==> config.mk <==
export PLATFORM = sky130hd
export DESIGN_NAME = alu_unit
export DESIGN_NICKNAME = d
export VERILOG_FILES = /design/src/rtl/alu_pkg.sv /design/src/rtl/alu_datapath.sv /design/src/rtl/alu_unit.sv
export SDC_FILE = /design/constraint.sdc
export NUM_CORES = 1
export LEC_CHECK = 0
export CELL_PAD_IN_SITES_DETAIL_PLACEMENT = 1
export CELL_PAD_IN_SITES_GLOBAL_PLACEMENT = 1
export CORE_UTILIZATION = 35
export DETAILED_ROUTE_END_ITERATION = 8
export GPL_ROUTABILITY_DRIVEN = 0
export GPL_TIMING_DRIVEN = 0
export PLACE_DENSITY = 0.75
export SLEW_MARGIN = 20
export SYNTH_ARGS = -nofsm -noshare
export SYNTH_HDL_FRONTEND = slang
export SYNTH_SLANG_ARGS = --single-unit
==> constraint.sdc <==
create_clock -name clk -period 0.8 [get_ports clk]
set_input_delay 0.2 -clock clk [delete_from_list [all_inputs] [get_ports clk]]
set_output_delay 0.2 -clock clk [all_outputs]
set_load 0.02 [all_outputs]
==> src/rtl/alu_pkg.sv <==
// Shared definitions for the execute-stage ALU: operation codes and fixed constants.
package alu_pkg;

   // Operation select codes, one per alu_sel value; every 4-bit code is a defined op.
   typedef enum logic [3:0] {
      ALU_ADD  = 4'd0,
      ALU_SUB  = 4'd1,
      ALU_MUL  = 4'd2,
      ALU_DIV  = 4'd3,
      ALU_SHL  = 4'd4,
      ALU_SHR  = 4'd5,
      ALU_ROL  = 4'd6,
      ALU_ROR  = 4'd7,
      ALU_AND  = 4'd8,
      ALU_OR   = 4'd9,
      ALU_XOR  = 4'd10,
      ALU_NOR  = 4'd11,
      ALU_NAND = 4'd12,
      ALU_XNOR = 4'd13,
      ALU_GT   = 4'd14,
      ALU_EQ   = 4'd15
   } alu_op_e;

   // Result forced onto alu_out when dividing by zero (carry is raised alongside).
   localparam logic [7:0] DIV0_RESULT = 8'hFF;

   // Result/flag pair produced by the combinational datapath.
   typedef struct packed {
      logic       carry;
      logic [7:0] res;
   } alu_result_t;

endpackage : alu_pkg

==> src/rtl/alu_datapath.sv <==
// Purely combinational ALU core: (a, b, op) -> (res, carry). No state, no clock.
import alu_pkg::*;

module alu_datapath (
   input  logic [7:0] a,
   input  logic [7:0] b,
   input  alu_op_e    op,
   output logic [7:0] res,
   output logic       carry
);

   logic [8:0]  sum_ext;    // 9-bit sum, bit 8 is the carry
   logic [8:0]  diff_ext;   // 9-bit difference, bit 8 is the borrow (a < b)
   logic [15:0] prod;       // full product, upper byte flags overflow
   logic [7:0]  divisor;    // b with zero replaced so the divider never sees 0
   logic [7:0]  quotient;
   logic        div_by_zero;

   // Shared arithmetic terms computed once, selected below.
   always_comb begin
      sum_ext     = {1'b0, a} + {1'b0, b};
      diff_ext    = {1'b0, a} - {1'b0, b};
      prod        = {8'h00, a} * {8'h00, b};
      div_by_zero = (b == 8'h00);
      divisor     = div_by_zero ? 8'h01 : b;
      quotient    = a / divisor;
   end

   // Operation select: pick the result and flag for the requested op.
   always_comb begin
      // NOTE: defaults first so every path assigns res/carry and no latch is inferred.
      res   = 8'h00;
      carry = 1'b0;
      unique case (op)
         ALU_ADD: begin
            res   = sum_ext[7:0];
            carry = sum_ext[8];
         end
         ALU_SUB: begin
            res   = diff_ext[7:0];
            carry = diff_ext[8];
         end
         ALU_MUL: begin
            res   = prod[7:0];
            carry = |prod[15:8];
         end
         ALU_DIV: begin
            res   = div_by_zero ? DIV0_RESULT : quotient;
            carry = div_by_zero;
         end
         ALU_SHL: begin
            res   = {a[6:0], 1'b0};
            carry = a[7];
         end
         ALU_SHR: begin
            res   = {1'b0, a[7:1]};
            carry = a[0];
         end
         ALU_ROL:  res = {a[6:0], a[7]};
         ALU_ROR:  res = {a[0], a[7:1]};
         ALU_AND:  res = a & b;
         ALU_OR:   res = a | b;
         ALU_XOR:  res = a ^ b;
         ALU_NOR:  res = ~(a | b);
         ALU_NAND: res = ~(a & b);
         ALU_XNOR: res = ~(a ^ b);
         ALU_GT:   res = {7'b0, (a > b)};
         ALU_EQ:   res = {7'b0, (a == b)};
         default: begin
            res   = 8'h00;
            carry = 1'b0;
         end
      endcase
   end

endmodule : alu_datapath

==> src/rtl/alu_unit.sv <==
// Execute-stage ALU: combinational datapath followed by a one-cycle output register.
import alu_pkg::*;

module alu_unit (
   input  logic       clk,
   input  logic       rst_n,
   input  logic [7:0] a,
   input  logic [7:0] b,
   input  logic [3:0] alu_sel,
   output logic [7:0] alu_out,
   output logic       carry_out
);

   alu_op_e     op;
   alu_result_t next_q;

   // Every 4-bit select value maps onto a defined operation code.
   assign op = alu_op_e'(alu_sel);

   alu_datapath u_datapath (
      .a     (a),
      .b     (b),
      .op    (op),
      .res   (next_q.res),
      .carry (next_q.carry)
   );

   // Output register: clears asynchronously, loads a new result every rising edge.
   always_ff @(posedge clk or negedge rst_n) begin
      if (!rst_n) begin
         alu_out   <= 8'h00;
         carry_out <= 1'b0;
      end else begin
         // NOTE: non-blocking assignments keep register updates race-free across blocks.
         alu_out   <= next_q.res;
         carry_out <= next_q.carry;
      end
   end

endmodule : alu_unit

After elaboration in Yosys (flattened, before gate mapping)

Cells that the tools add are included.

Bits in registers: 9
Input bits: 22
Logic and storage cells: 36

$add $sub $neg: 2
$mul: 1
Div/mod/pow operators: 1
Order comparisons: 1
Equal/unequal tests: 16
Muxes and demuxes: 4
Bitwise gates (word level): 6
Reductions and logical operators: 3

Operator list:

| kind                 | count |
|---|---|
| $pmux W8 S16         | 1 |
| $eq A4 B4 Y1 const B | 8 |
| $not A8 Y8           | 3 |
| $eq A4 B3 Y1 const B | 4 |
| $mul A8 B8 Y16       | 1 |
| $mux W8              | 2 |
| $add A8 B8 Y9        | 1 |
| $sub A8 B8 Y9        | 1 |
| $and A8 B8 Y8        | 1 |
| $div A8 B8 Y8        | 1 |
| $eq A4 B2 Y1 const B | 2 |
| $eq A8 B8 Y1         | 1 |
| $gt A8 B8 Y1         | 1 |
| $logic_not A8 Y1     | 1 |
| $or A8 B8 Y8         | 1 |
| $reduce_or A8 Y1     | 1 |
| $xor A8 B8 Y8        | 1 |
| $pmux W1 S6          | 1 |
| $eq A4 B1 Y1 const B | 1 |
| $logic_not A4 Y1     | 1 |

Depth between registers and ports, before layout

Gate-level depths: netlist of run 1.

Depth after elaboration: 5
Mapped depth: 48
Mapped depth without buffers: 46

Cells and area by module

Synthesis of run 1 repeated with hierarchy kept, for this count alone.

Cells, all modules: 738
Area total of the unflattened synthesis: 5541.6 sq um

By module, submodules not included:

| module       | instances | cells each | area an instance (sq um) | sequential area each (sq um) |
|---|---|---|---|---|
| alu_datapath | 1         | 729        | 5316.3                   | 0.0 |
| alu_unit     | 1         | 9          | 225.2                    | 225.2 |

Worst setup path after synthesis of run 1

Ideal clock, no wire load.

Path type: input-to-reg
Start: input port b[4]
End: register alu_out[0]
Arrival time: 10.482 ns
Data required time: 0.676 ns
Path slack: -9.806 ns
Cell stages on the path: 45
Path buffers: 2
Cell sequence: or4_1 > buf_2 > nor3_1 > nor2_1 > ha_1 > or4b_1 > o211ai_1 > a31oi_1 > ha_1 > o21bai_1 > o21ai_0 > a211oi_1 > or2_2 > ha_1 > a21oi_1 > a21boi_0 > o21ai_2 > mux2_2 > (+9 left out) > o311a_4 > mux2_4 > ha_1 > and3_1 > and2_1 > a221oi_1 > a21oi_1 > o21a_1 > clkbuf_1 > nand2_1 > o21ai_0 > ha_1 > a21o_1 > a21o_1 > a21o_1 > a211oi_1 > o21ai_0 > a211o_1

RTL lines:

| item                   | RTL line       | source |
|---|---|---|
| start: declaration     | alu_unit.sv:8  | `input logic [7:0] b,` |
| end signal: assignment | alu_unit.sv:35 | `alu_out <= next_q.res;` |
| end: declaration       | alu_unit.sv:10 | `output logic [7:0] alu_out,` |

==> results of run 1 <==
-- cells in the mapped netlist, drive strengths merged (4+ instances only) --
master,instances
a211oi,13
o22ai,7
o21bai,4
nor2,88
ha,94
fa,38
o21ai,35
o211ai,5
mux2i,8
a221oi,6
dfrtp,9
a21o,10
and3,7
o21a,10
a2bb2oi,4
a221o,5
nor3b,4
clkbuf,22
nand2,42
inv,84
clkinv,12
a22oi,10
mux2,17
nor2b,11
a21oi,44
nor3,16
o31ai,5
or3,6
or2,5
xor2,11
nor4,4
a31oi,8
xnor2,18
o221ai,4
nand3,6
-- path summary, 6_finish.rpt --
| kind | startpoint | endpoint | depth (start not counted) |
|---|---|---|---|
| worst min-delay path | rst_n | carry_out | 1 |
| worst max-delay path | b[4] | alu_out[0] | 44 |
| max in group asynchronous | rst_n | alu_out[0] | 1 |
| min in group clk | a[0] | alu_out[1] | 5 |
-- per-layer routing --
metal / track usage / part of all wire / vias up
li1: - / - / 2759
met1: 0.320 / 0.40 / 3130
met2: 0.488 / 0.50 / 264
met3: 0.0348 / 0.045 / 80
met4: 0.137 / 0.055 / 0
met5: 0 / 0 / -
-- sequential cells by signal, summed over array words and instances (netlist names) --
name,cells
alu_out,8
carry_out,1
-- timing repair --
item,in CTS,in global routing
hold buffers,0,0
endpoints found under the setup margin,18,18
pin swaps,64,57
resized for setup,235,57
setup buffers,56,21
endpoints found under the hold margin,0,0
-- layout make-up --
cell class | instances | area, sq um
Buffer | 24 | 130
Tap cell | 211 | 264
Timing Repair Buffer | 100 | 945
Fill cell | 1781 | 7560
Multi-Input combinational cell | 590 | 5670
Sequential cell | 9 | 225
Clock buffer | 4 | 78.8
Inverter | 96 | 439
-- cells by family (layout without fill, tap and decap cells) --
group,after synthesis,count (layout),synth area share
and+or+nand+nor,207,207,0.178
AOI/OAI and AO/OA,197,197,0.248
DFF,9,9,0.0408
buffers and inverters,121,224,0.0828
muxes,25,25,0.0519
adders and majority gates,132,132,0.351
xor gates and xnor gates,29,29,0.0474
-- report_power, final --
group | switching [mW] | total, mW | internal (mW)
registers | 0.0324 | 0.559 | 0.527
clock network | 0.201 | 0.865 | 0.665
logic | 5.43 | 9.92 | 4.50
total | 5.66 | 11.3 | 5.69
-- through the flow --
step,cell area (sq um),util
CTS,7400,0.483
global route,7750,0.506
finish,7750,0.506
global placement,6450,0.421
detailed placement,6450,0.421
floorplan,5900,-
==> metrics.md, run 1 <==
| Metric | Value |
|---|---|
| Mapped Area | around 5500 sq um |
| Largest cells by area after synthesis | ha_1, fa_1, nor2_1, inv_1, dfrtp_1 |
| Yosys top cell area share | 0.213 |
| Worst slew pin tran | 0.851 ns |
| Core footprint | 15300 sq um |
| Buffer depth of the longest clock path | 2 |
| Mapped Cells | 720 |
| Post-Synthesis Net Count | 874 |
| Initial antenna violation count | 0 |
| Crit path time final | a little over 10 ns |
| VDD IR-drop max | about 0.00085 V |
| Post-route ant nets | 0 |
| Largest net degree at the start of global routing | 13 |
| CTS tree | done |
| Final wirelength | 23.3 mm |
| Seq/Total Area, Yosys | 0.0408 |
| Worst Setup Path Type | input pin to flip-flop |
| Rows | 45 |
| H-tree levels | 1 |
| Slew HR | 0.428 |
| Outcome | finished, violations left |
| Setup TNS | -48.30 ns |
| Hold Path Class | input pin to asynchronous set/reset pin |
| Leading area contributor after synthesis | ha_1 |
| Via density | 6.03 |
| Die Y | 128 um |
| Total GRT Usage | 0.273 |
| Placed cells | 960 |
| Detail Placement HPWL | roughly 16 mm |
| Number of global-route vias before repair | approximately 6600 |
| Starting density of the core | 0.360 |
| IO Port Bufs | 29 |
| Synthesized flop and latch total | 9 |
| Combined buffer and inverter count along the critical path | 5 |
| Antenna diode count | 0 |
| Chip width | about 130 um |
| Fin cells | 1034 |
| Most frequent cells in the layout | inv_1, nor2_1, ha_1, buf_4, fa_1 |
| Max cap viols | 0 |
| Critical Path RT | 0.90 ns |
| Distinct cells, synth | just over 70 |
| Avg Inst Size Synth | 7.66 sq um |
| Final Cycle Share | 12.7 |
| PwrDens | approximately 1500 nW/um^2 |
| DRT iter0 DRCs | 557 |
| Final Setup Violations | 18 |
| Drt wl/cell | 22.6 um |
| Num ports | 31 |
| Arr. time, crit path | 10.24 ns |
| Remaining Overflow, GRT | 0 |
| Share of post-route cells with drive strength above 1 | 0.321 |
| Slack of the critical path | -9.33 ns |
| CTS Buf Count | 3 |
| Root Driver | clkbuf_16 |
| Post-synth EDFFs | 0 |
| Fin nets | 978 |
| RSZ-0062 raised after global routing | yes |
| Area Growth Syn to Fin | 40.6% |
| Tot Pwr | about 11 mW |
| P_leak | about 3.4 nW |
| Worst-path maximum fanout | 6 |
| Critical Path Sink Type | flip-flop |
| Vias | 6233 |
| Top FF cell, synth | dfrtp_1 |
| CTS sink cnt | 9 |
| Post-Place Setup Slack | -10.57 ns |
| Top Family by Delay on Critical Path | compound AO/OA/AOI/OAI gates |
| CTS clk-pin slew, worst paths | around 0.040 ns |
| Maximum clock rate | 98.7 MHz |
| Commonest non-fill, non-tap cell in the layout | inv_1 |
| Drt drc | 0 |
| CP max stage cell | or4_4 |
| Final hold vios | 0 |
| Synth async-reset ratio | 1.00 |
| Max stage delay on crit path | 0.56 ns |
| First-pass GRT wire length | about 35 mm |
| Critical Path Start Type | input pin |
| Max-slew violations | 0 |
| Yosys Warn Count | 0 |
| Failing checks | setup timing |
| DRT Pass-1 Iters | 5 |
| Die footprint | 16300 sq um |
| Worst hold slack | 0.263 ns |
No activity file was read; power rests on OpenSTA's default activity.
==> inputs of run 2 (changes only) <==
--- a/config.mk
+++ b/config.mk
@@ -7,7 +7,9 @@
 export LEC_CHECK = 0
 export CELL_PAD_IN_SITES_DETAIL_PLACEMENT = 1
 export CELL_PAD_IN_SITES_GLOBAL_PLACEMENT = 1
+export CORE_ASPECT_RATIO = 0.75
 export CORE_UTILIZATION = 35
+export CTS_BUF_LIST = sky130_fd_sc_hd__clkbuf_4 sky130_fd_sc_hd__clkbuf_8 sky130_fd_sc_hd__clkbuf_16
 export DETAILED_ROUTE_END_ITERATION = 8
 export GPL_ROUTABILITY_DRIVEN = 0
 export GPL_TIMING_DRIVEN = 0
==> run 2 against run 1 <==
Net effect: the flow still finishes with violations (setup timing); cell count is 0.97% higher; setup slack lost 0.093 ns; global-route usage is 0.29 points higher; total power up 8.0%; combinational power rose by 9%; sequential cell count stayed put; sequential share of layout area about the same; critical path depth up 1; via count increased by 2.1%; utilization up 0.75 points; clock power rose by 5.3%; routed wire length is 5.8% higher; critical endpoint unchanged; largest cell class unchanged; largest power group unchanged.
==> metrics.md, run 2 (synthesized netlist as in run 1, its figures left out) <==
| Metric | Value |
|---|---|
| Total GRT Usage | 0.276 (was 0.273) |
| Critical Path RT | 0.90 ns (about the same) |
| CTS sink cnt | 9 (unchanged) |
| Hold Path Class | input pin to asynchronous set/reset pin (unchanged) |
| H-tree levels | 1 (unchanged) |
| Detail Placement HPWL | 16.3 mm (was 15.9 mm) |
| Vias | 6361 (was 6233) |
| Crit path time final | 10.23 ns (was 10.13 ns) |
| First-pass GRT wire length | 35.3 mm (was 34.8 mm) |
| Most frequent cells in the layout | inv_1, nor2_1, buf_4, ha_1, fa_1 (was inv_1, nor2_1, ha_1, buf_4, fa_1) |
| Core footprint | 15300 sq um (about the same) |
| Starting density of the core | 0.360 (about the same) |
| CP max stage cell | or4_4 (unchanged) |
| Initial antenna violation count | 0 (unchanged) |
| Drt wl/cell | 23.6 um (was 22.6 um) |
| DRT Pass-1 Iters | 6 (was 5) |
| P_leak | 3.49 nW (was 3.41 nW) |
| Arr. time, crit path | 10.33 ns (was 10.24 ns) |
| Max cap viols | 0 (unchanged) |
| Final wirelength | 24.7 mm (was 23.3 mm) |
| Via density | 6.09 (was 6.03) |
| Commonest non-fill, non-tap cell in the layout | inv_1 (unchanged) |
| VDD IR-drop max | 0.00103 V (was 0.000854 V) |
| RSZ-0062 raised after global routing | yes (unchanged) |
| Buffer depth of the longest clock path | 2 (unchanged) |
| Share of post-route cells with drive strength above 1 | 0.330 (was 0.321) |
| Worst Setup Path Type | input pin to flip-flop (unchanged) |
| Slew HR | 0.442 (was 0.428) |
| Final Setup Violations | 18 (unchanged) |
| Largest net degree at the start of global routing | 13 (unchanged) |
| CP dominant cell by count | ha_4 |
| Post-CTS Hold Buffers | 0 (unchanged) |
| IO Port Bufs | 29 (unchanged) |
| Remaining Overflow, GRT | 0 (unchanged) |
| Worst-path maximum fanout | 6 (unchanged) |
| Antenna diode count | 0 (unchanged) |
| Root Driver | clkbuf_16 (unchanged) |
| Num ports | 31 (unchanged) |
| Tot Pwr | 12.3 mW (was 11.3 mW) |
| Failing checks | setup timing (unchanged) |
| CTS clk-pin slew, worst paths | 0.04 ns (about the same) |
| Biggest register | alu_out (unchanged) |
| Setup TNS | -49.25 ns (was -48.30 ns) |
| Critical Path Sink Type | flip-flop (unchanged) |
| Final hold vios | 0 (unchanged) |
| Top Registers | alu_out: 8 flops, carry_out: 1 flops (unchanged) |
| Drt drc | 0 (unchanged) |
| Critical Path Start Type | input pin (unchanged) |
| CTS tree | done (unchanged) |
| Post-route ant nets | 0 (unchanged) |
| Area Growth Syn to Fin | 42.7% (was 40.6%) |
| Slack of the critical path | -9.43 ns (was -9.33 ns) |
| Fin nets | 994 (was 978) |
| Worst slew pin tran | 0.831 ns (was 0.851 ns) |
| Chip width | 147 um (was 128 um) |
| DRT iter0 DRCs | 533 (was 557) |
| Die Y | 111 um (was 128 um) |
| Maximum clock rate | 97.8 MHz (was 98.7 MHz) |
| Max reg flops | 8 (unchanged) |
| Number of global-route vias before repair | 6358 (was 6615) |
| Max-slew violations | 0 (unchanged) |
| Die footprint | 16300 sq um (about the same) |
| CTS Buf Count | 3 (unchanged) |
| Final Cycle Share | 12.8 (was 12.7) |
| Rows | 39 (was 45) |
| Outcome | finished, violations left (unchanged) |
| Max stage delay on crit path | 0.57 ns (was 0.56 ns) |
| PwrDens | 1560 nW/um^2 (was 1460 nW/um^2) |
-- run 2: changes by cell type in the layout (fill, tap and decap cells not counted), moves of 3 or more --
cell / previous run / this run
buf_8: 3 / 0
clkinv_4: 3 / 6
inv_4: 4 / 1
inv_1: 72 / 77
a21oi_1: 32 / 35
buf_4: 57 / 69
inv_2: 7 / 2
nor2_2: 14 / 10
buf_6: 26 / 33
-- run 2: what timing repair did --
| item | in CTS | in global routing |
|---|---|---|
| resized for setup | 219 | 66 |
| setup buffers | 47 | 41 |
| setup endpoints to repair | 18 | 18 |
| pin swaps | 56 | 61 |
-- run 2: cell type report --
| type | instances | area (sq um) |
|---|---|---|
| sequential | 9 | 225 |
| inverter | 96 | 444 |
| buffer | 23 | 115 |
| fill | 1777 | 7450 |
| timing repair buffer | 117 | 1080 |
| clock buffer | 4 | 82.6 |
| multi-input combinational | 590 | 5670 |
| tap | 205 | 256 |
-- run 2: worst max-delay path: cells and delay by family --
kind	cells	cell delay, ns
mux	3	1.05
fa+ha+maj	7	2.16
simple gates	8	1.88
buf+inv	4	0.58
compound gates	23	4.46
-- run 2: path summary, 6_finish.rpt --
kind                       start          to  slack, ns  cells past startpoint
worst min-delay path       rst_n  alu_out[6]       0.26                      1
max in group asynchronous  rst_n  alu_out[0]       0.26                      1
min in group clk            b[7]  alu_out[7]       0.69                      4
worst max-delay path        b[4]  alu_out[0]      -9.43                     45
-- run 2: metal layers --
metal / share of wire / global-route usage / vias to the layer above
met2: 0.47 / 0.459 / 297
met4: 0.038 / 0.0838 / 0
met1: 0.42 / 0.376 / 3192
met3: 0.066 / 0.0263 / 80
li1: - / - / 2792
met5: 0 / 0 / -
-- run 2: through the flow --
step / instance area (sq um) / instances / utilization / setup slack [ns] / hold slack, ns
2_1_floorplan: 5900 / 720 / - / -8.56 / -0.0956
3_3_place_gp: 6440 / 954 / 0.421 / -10.26 / 0.514
3_5_place_dp: 6440 / 954 / 0.421 / -10.65 / 0.523
4_1_cts: 7270 / 1004 / 0.475 / -9.04 / 0.279
5_1_grt: 7870 / 1044 / 0.514 / -9.72 / 0.311
6_report: 7870 / 1044 / 0.514 / -9.43 / 0.258
-- run 2: report_power, final --
part / internal [mW] / total, mW / switching (mW)
clock: 0.699 / 0.911 / 0.212
combinational: 4.93 / 10.8 / 5.85
sequential: 0.527 / 0.559 / 0.0322
total: 6.16 / 12.3 / 6.10
==> inputs of run 3 (changes only) <==
--- a/config.mk
+++ b/config.mk
@@ -17,4 +17,5 @@
 export SLEW_MARGIN = 20
 export SYNTH_ARGS = -nofsm -noshare
 export SYNTH_HDL_FRONTEND = slang
+export SYNTH_HIERARCHICAL = 1
 export SYNTH_SLANG_ARGS = --single-unit
==> run 3 against run 2 <==
Net effect: the run still ends with setup timing left; design area down 1.8%; cell count grew 2.2%; combinational power fell by 6%; synthesized cell count is 2.5% higher; area after synthesis increased by 0.45%; total power is 5.0% lower; critical endpoint unchanged.
==> metrics.md, run 3 <==
| Metric | Value |
|---|---|
| Power share of the sequential group | 0.048 (was 0.046) |
| Number of global-route vias before repair | 7051 (was 6358) |
| Worst slew pin tran | 1.43 ns (was 0.831 ns) |
| H-tree levels | 1 (unchanged) |
| Root Driver | clkbuf_16 (unchanged) |
| Avg Inst Size Synth | 7.51 sq um (was 7.66 sq um) |
| Final hold vios | 0 (unchanged) |
| Clock power share | 0.082 (was 0.074) |
| Share of post-route cells with drive strength above 1 | 0.282 (was 0.330) |
| Commonest cells post-synth | ha_1, nor2_1, inv_1 (unchanged) |
| Reg area | 225 sq um (unchanged) |
| Total GRT Usage | 0.313 (was 0.276) |
| Top FF cell, synth | dfrtp_1 (unchanged) |
| Post-Synthesis Net Count | 892 (was 874) |
| Outcome | finished, violations left (unchanged) |
| RSZ-0062 raised after global routing | yes (unchanged) |
| Largest cells by area after synthesis | ha_1, fa_1, nor2_1, inv_1, a21oi_1 (was ha_1, fa_1, nor2_1, inv_1, dfrtp_1) |
| Via density | 6.07 (was 6.09) |
| Yosys Warn Count | 6 (was 0) |
| CTS sink cnt | 9 (unchanged) |
| Worst Setup Path Type | input pin to flip-flop (unchanged) |
| Fin nets | 1017 (was 994) |
| Rows | 39 (unchanged) |
| Critical Path RT | 0.90 ns (about the same) |
| DRT iter0 DRCs | 544 (was 533) |
| Switch share | 0.499 (was 0.497) |
| NetSw | 5.81 mW (was 6.10 mW) |
| DRT Pass-1 Iters | 6 (unchanged) |
| Final Cycle Share | 12.6 (was 12.8) |
| CTS clk-pin slew, worst paths | 0.04 ns (about the same) |
| CTS tree | done (unchanged) |
| Mapped Area | 5540 sq um (was 5520 sq um) |
| Critical Path Sink Type | flip-flop (unchanged) |
| Starting density of the core | 0.361 (was 0.360) |
| Core footprint | 15400 sq um (was 15300 sq um) |
| Slew HR | 0.0363 (was 0.442) |
| Logic pwr share | 0.870 (was 0.880) |
| Max reg flops | 8 (unchanged) |
| Die footprint | 16300 sq um (about the same) |
| VDD IR-drop max | 0.00223 V (was 0.00103 V) |
| Worst-path maximum fanout | 5 (was 6) |
| Remaining Overflow, GRT | 0 (unchanged) |
| Die Y | 111 um (about the same) |
| Vias | 6472 (was 6361) |
| Fill count | 1821 (was 1777) |
| Maximum clock rate | 99.2 MHz (was 97.8 MHz) |
| Internal power | 5.84 mW (was 6.16 mW) |
| Num ports | 31 (unchanged) |
| Detail Placement HPWL | 17.1 mm (was 16.3 mm) |
| Final wirelength | 25.1 mm (was 24.7 mm) |
| Synthesized flop and latch total | 9 (unchanged) |
| P_leak | 3.42 nW (was 3.49 nW) |
| Arr. time, crit path | 10.18 ns (was 10.33 ns) |
| Yosys top cell area share | 0.212 (was 0.213) |
| Max-slew violations | 0 (unchanged) |
| Fin cells | 1067 (was 1044) |
| Post-synth EDFFs | 0 (unchanged) |
| Largest net degree at the start of global routing | 11 (was 13) |
| Antenna diode count | 0 (unchanged) |
| Initial antenna violation count | 0 (unchanged) |
| Drt drc | 0 (unchanged) |
| Commonest non-fill, non-tap cell in the layout | nor2_1 (was inv_1) |
| Most frequent cells in the layout | nor2_1, buf_4, inv_1, ha_1, nand2_1 (was inv_1, nor2_1, buf_4, ha_1, fa_1) |
| Crit path time final | 10.08 ns (was 10.23 ns) |
| Area taken by multi-input logic gates | 5500 sq um (was 5670 sq um) |
| Failing checks | setup timing (unchanged) |
| Max cap viols | 0 (unchanged) |
| CTS Buf Count | 3 (unchanged) |
| Util after Layout | 0.503 (was 0.514) |
| First-pass GRT wire length | 39.6 mm (was 35.3 mm) |
| Final Setup Violations | 18 (unchanged) |
| IO Port Bufs | 27 (was 29) |
| Post-route ant nets | 0 (unchanged) |
| Post-Place Setup Slack | -11.24 ns (was -10.65 ns) |
| Buffer depth of the longest clock path | 2 (unchanged) |
| Area Growth Syn to Fin | 39.5% (was 42.7%) |
| Seq/Total Area, Yosys | 0.0406 (was 0.0408) |
| Leading area contributor after synthesis | ha_1 (unchanged) |
| Slack of the critical path | -9.28 ns (was -9.43 ns) |
| Critical Path Start Type | input pin (unchanged) |
| Chip width | 147 um (about the same) |
| Max stage delay on crit path | 0.47 ns (was 0.57 ns) |
| Biggest register | alu_out (unchanged) |
| Synth async-reset ratio | 1.00 (unchanged) |
| Hold Path Class | input pin to asynchronous set/reset pin (unchanged) |
| Top Registers | alu_out: 8 flops, carry_out: 1 flops (unchanged) |
| Drt wl/cell | 23.5 um (was 23.6 um) |
| CP max stage cell | or4b_4 (was or4_4) |
| PwrDens | 1510 nW/um^2 (was 1560 nW/um^2) |
| Mapped Cells | 738 (was 720) |
| CP dominant cell by count | ha_4 (unchanged) |
| Distinct cells, synth | 76 (was 71) |
| Placed cells | 970 (was 954) |
| Tot Pwr | 11.6 mW (was 12.3 mW) |
[run 3: cell families (layout without fill, tap and decap cells)]
| group | count (synthesis) | after routing | share of synthesized area |
|---|---|---|---|
| simple gates | 233 | 233 | 0.200 |
| xor+xnor | 24 | 24 | 0.0379 |
| buf+inv | 124 | 248 | 0.0860 |
| mux | 28 | 28 | 0.0537 |
| flops | 9 | 9 | 0.0406 |
| compound gates | 188 | 188 | 0.232 |
| fa+ha+maj | 132 | 132 | 0.350 |
[run 3: timing repair]
item	in CTS	in global routing
gates cloned	1	0
endpoints found under the setup margin	18	18
gates resized for setup	267	18
pin swaps	57	21
setup buffers	78	25
hold buffers	0	0
hold endpoints to repair	0	0
[run 3: metrics by stage]
step / hold WS [ns] / instance area [sq um] / TNS [ns]
after floorplan: -0.0956 / 5720 / -42.80
after global routing: 0.294 / 7730 / -51.48
final: 0.257 / 7730 / -49.80
after detailed placement: 0.521 / 6250 / -62.47
after CTS: 0.272 / 7590 / -48.58
after global placement: 0.507 / 6250 / -61.09
[run 3: worst max-delay path, delay by kind of cell]
kind / cells / cell delay, ns
adders and majority gates: 7 / 1.85
buffers and inverters: 4 / 0.55
muxes: 4 / 1.27
and+or+nand+nor: 9 / 2.09
AOI/OAI and AO/OA: 21 / 4.20
[run 3: power by group through the flow]
| stage | registers [mW] | clock network (mW) | logic, mW |
|---|---|---|---|
| final | 0.561 | 0.951 | 10.1 |
| after global routing | 0.568 | 0.990 | 10.9 |
| after CTS | 0.563 | 0.957 | 9.59 |
| after detailed placement | 0.553 | 0 | 7.50 |
| after global placement | 0.550 | 0 | 7.08 |
| after floorplan | 0.646 | 0 | 5.30 |
[run 3: worst paths after layout]
| path | end | from | cells past startpoint | slack, ns |
|---|---|---|---|---|
| min in group clk | alu_out[0] | a[1] | 5 | 0.52 |
| min | carry_out | rst_n | 1 | 0.26 |
| max | alu_out[0] | b[2] | 45 | -9.28 |
| max in group asynchronous | alu_out[0] | rst_n | 1 | 0.25 |
[run 3: layer usage]
layer	up-vias	wire length, um	global-route usage	part of all wire
met4	0	687	0.0955	0.027
li1	2853	-	-	-
met1	3211	10600	0.409	0.42
met5	-	0	0	0
met3	65	2200	0.0642	0.088
met2	343	11700	0.514	0.46
[run 3: cell type report]
cell class / count / share of cell area
clock buffers: 4 / 0.0107
well taps: 205 / 0.0332
inverters: 93 / 0.0533
flip-flops and latches: 9 / 0.0291
multi-input cells: 605 / 0.711
plain buffers: 30 / 0.0227
repair buffers: 121 / 0.140
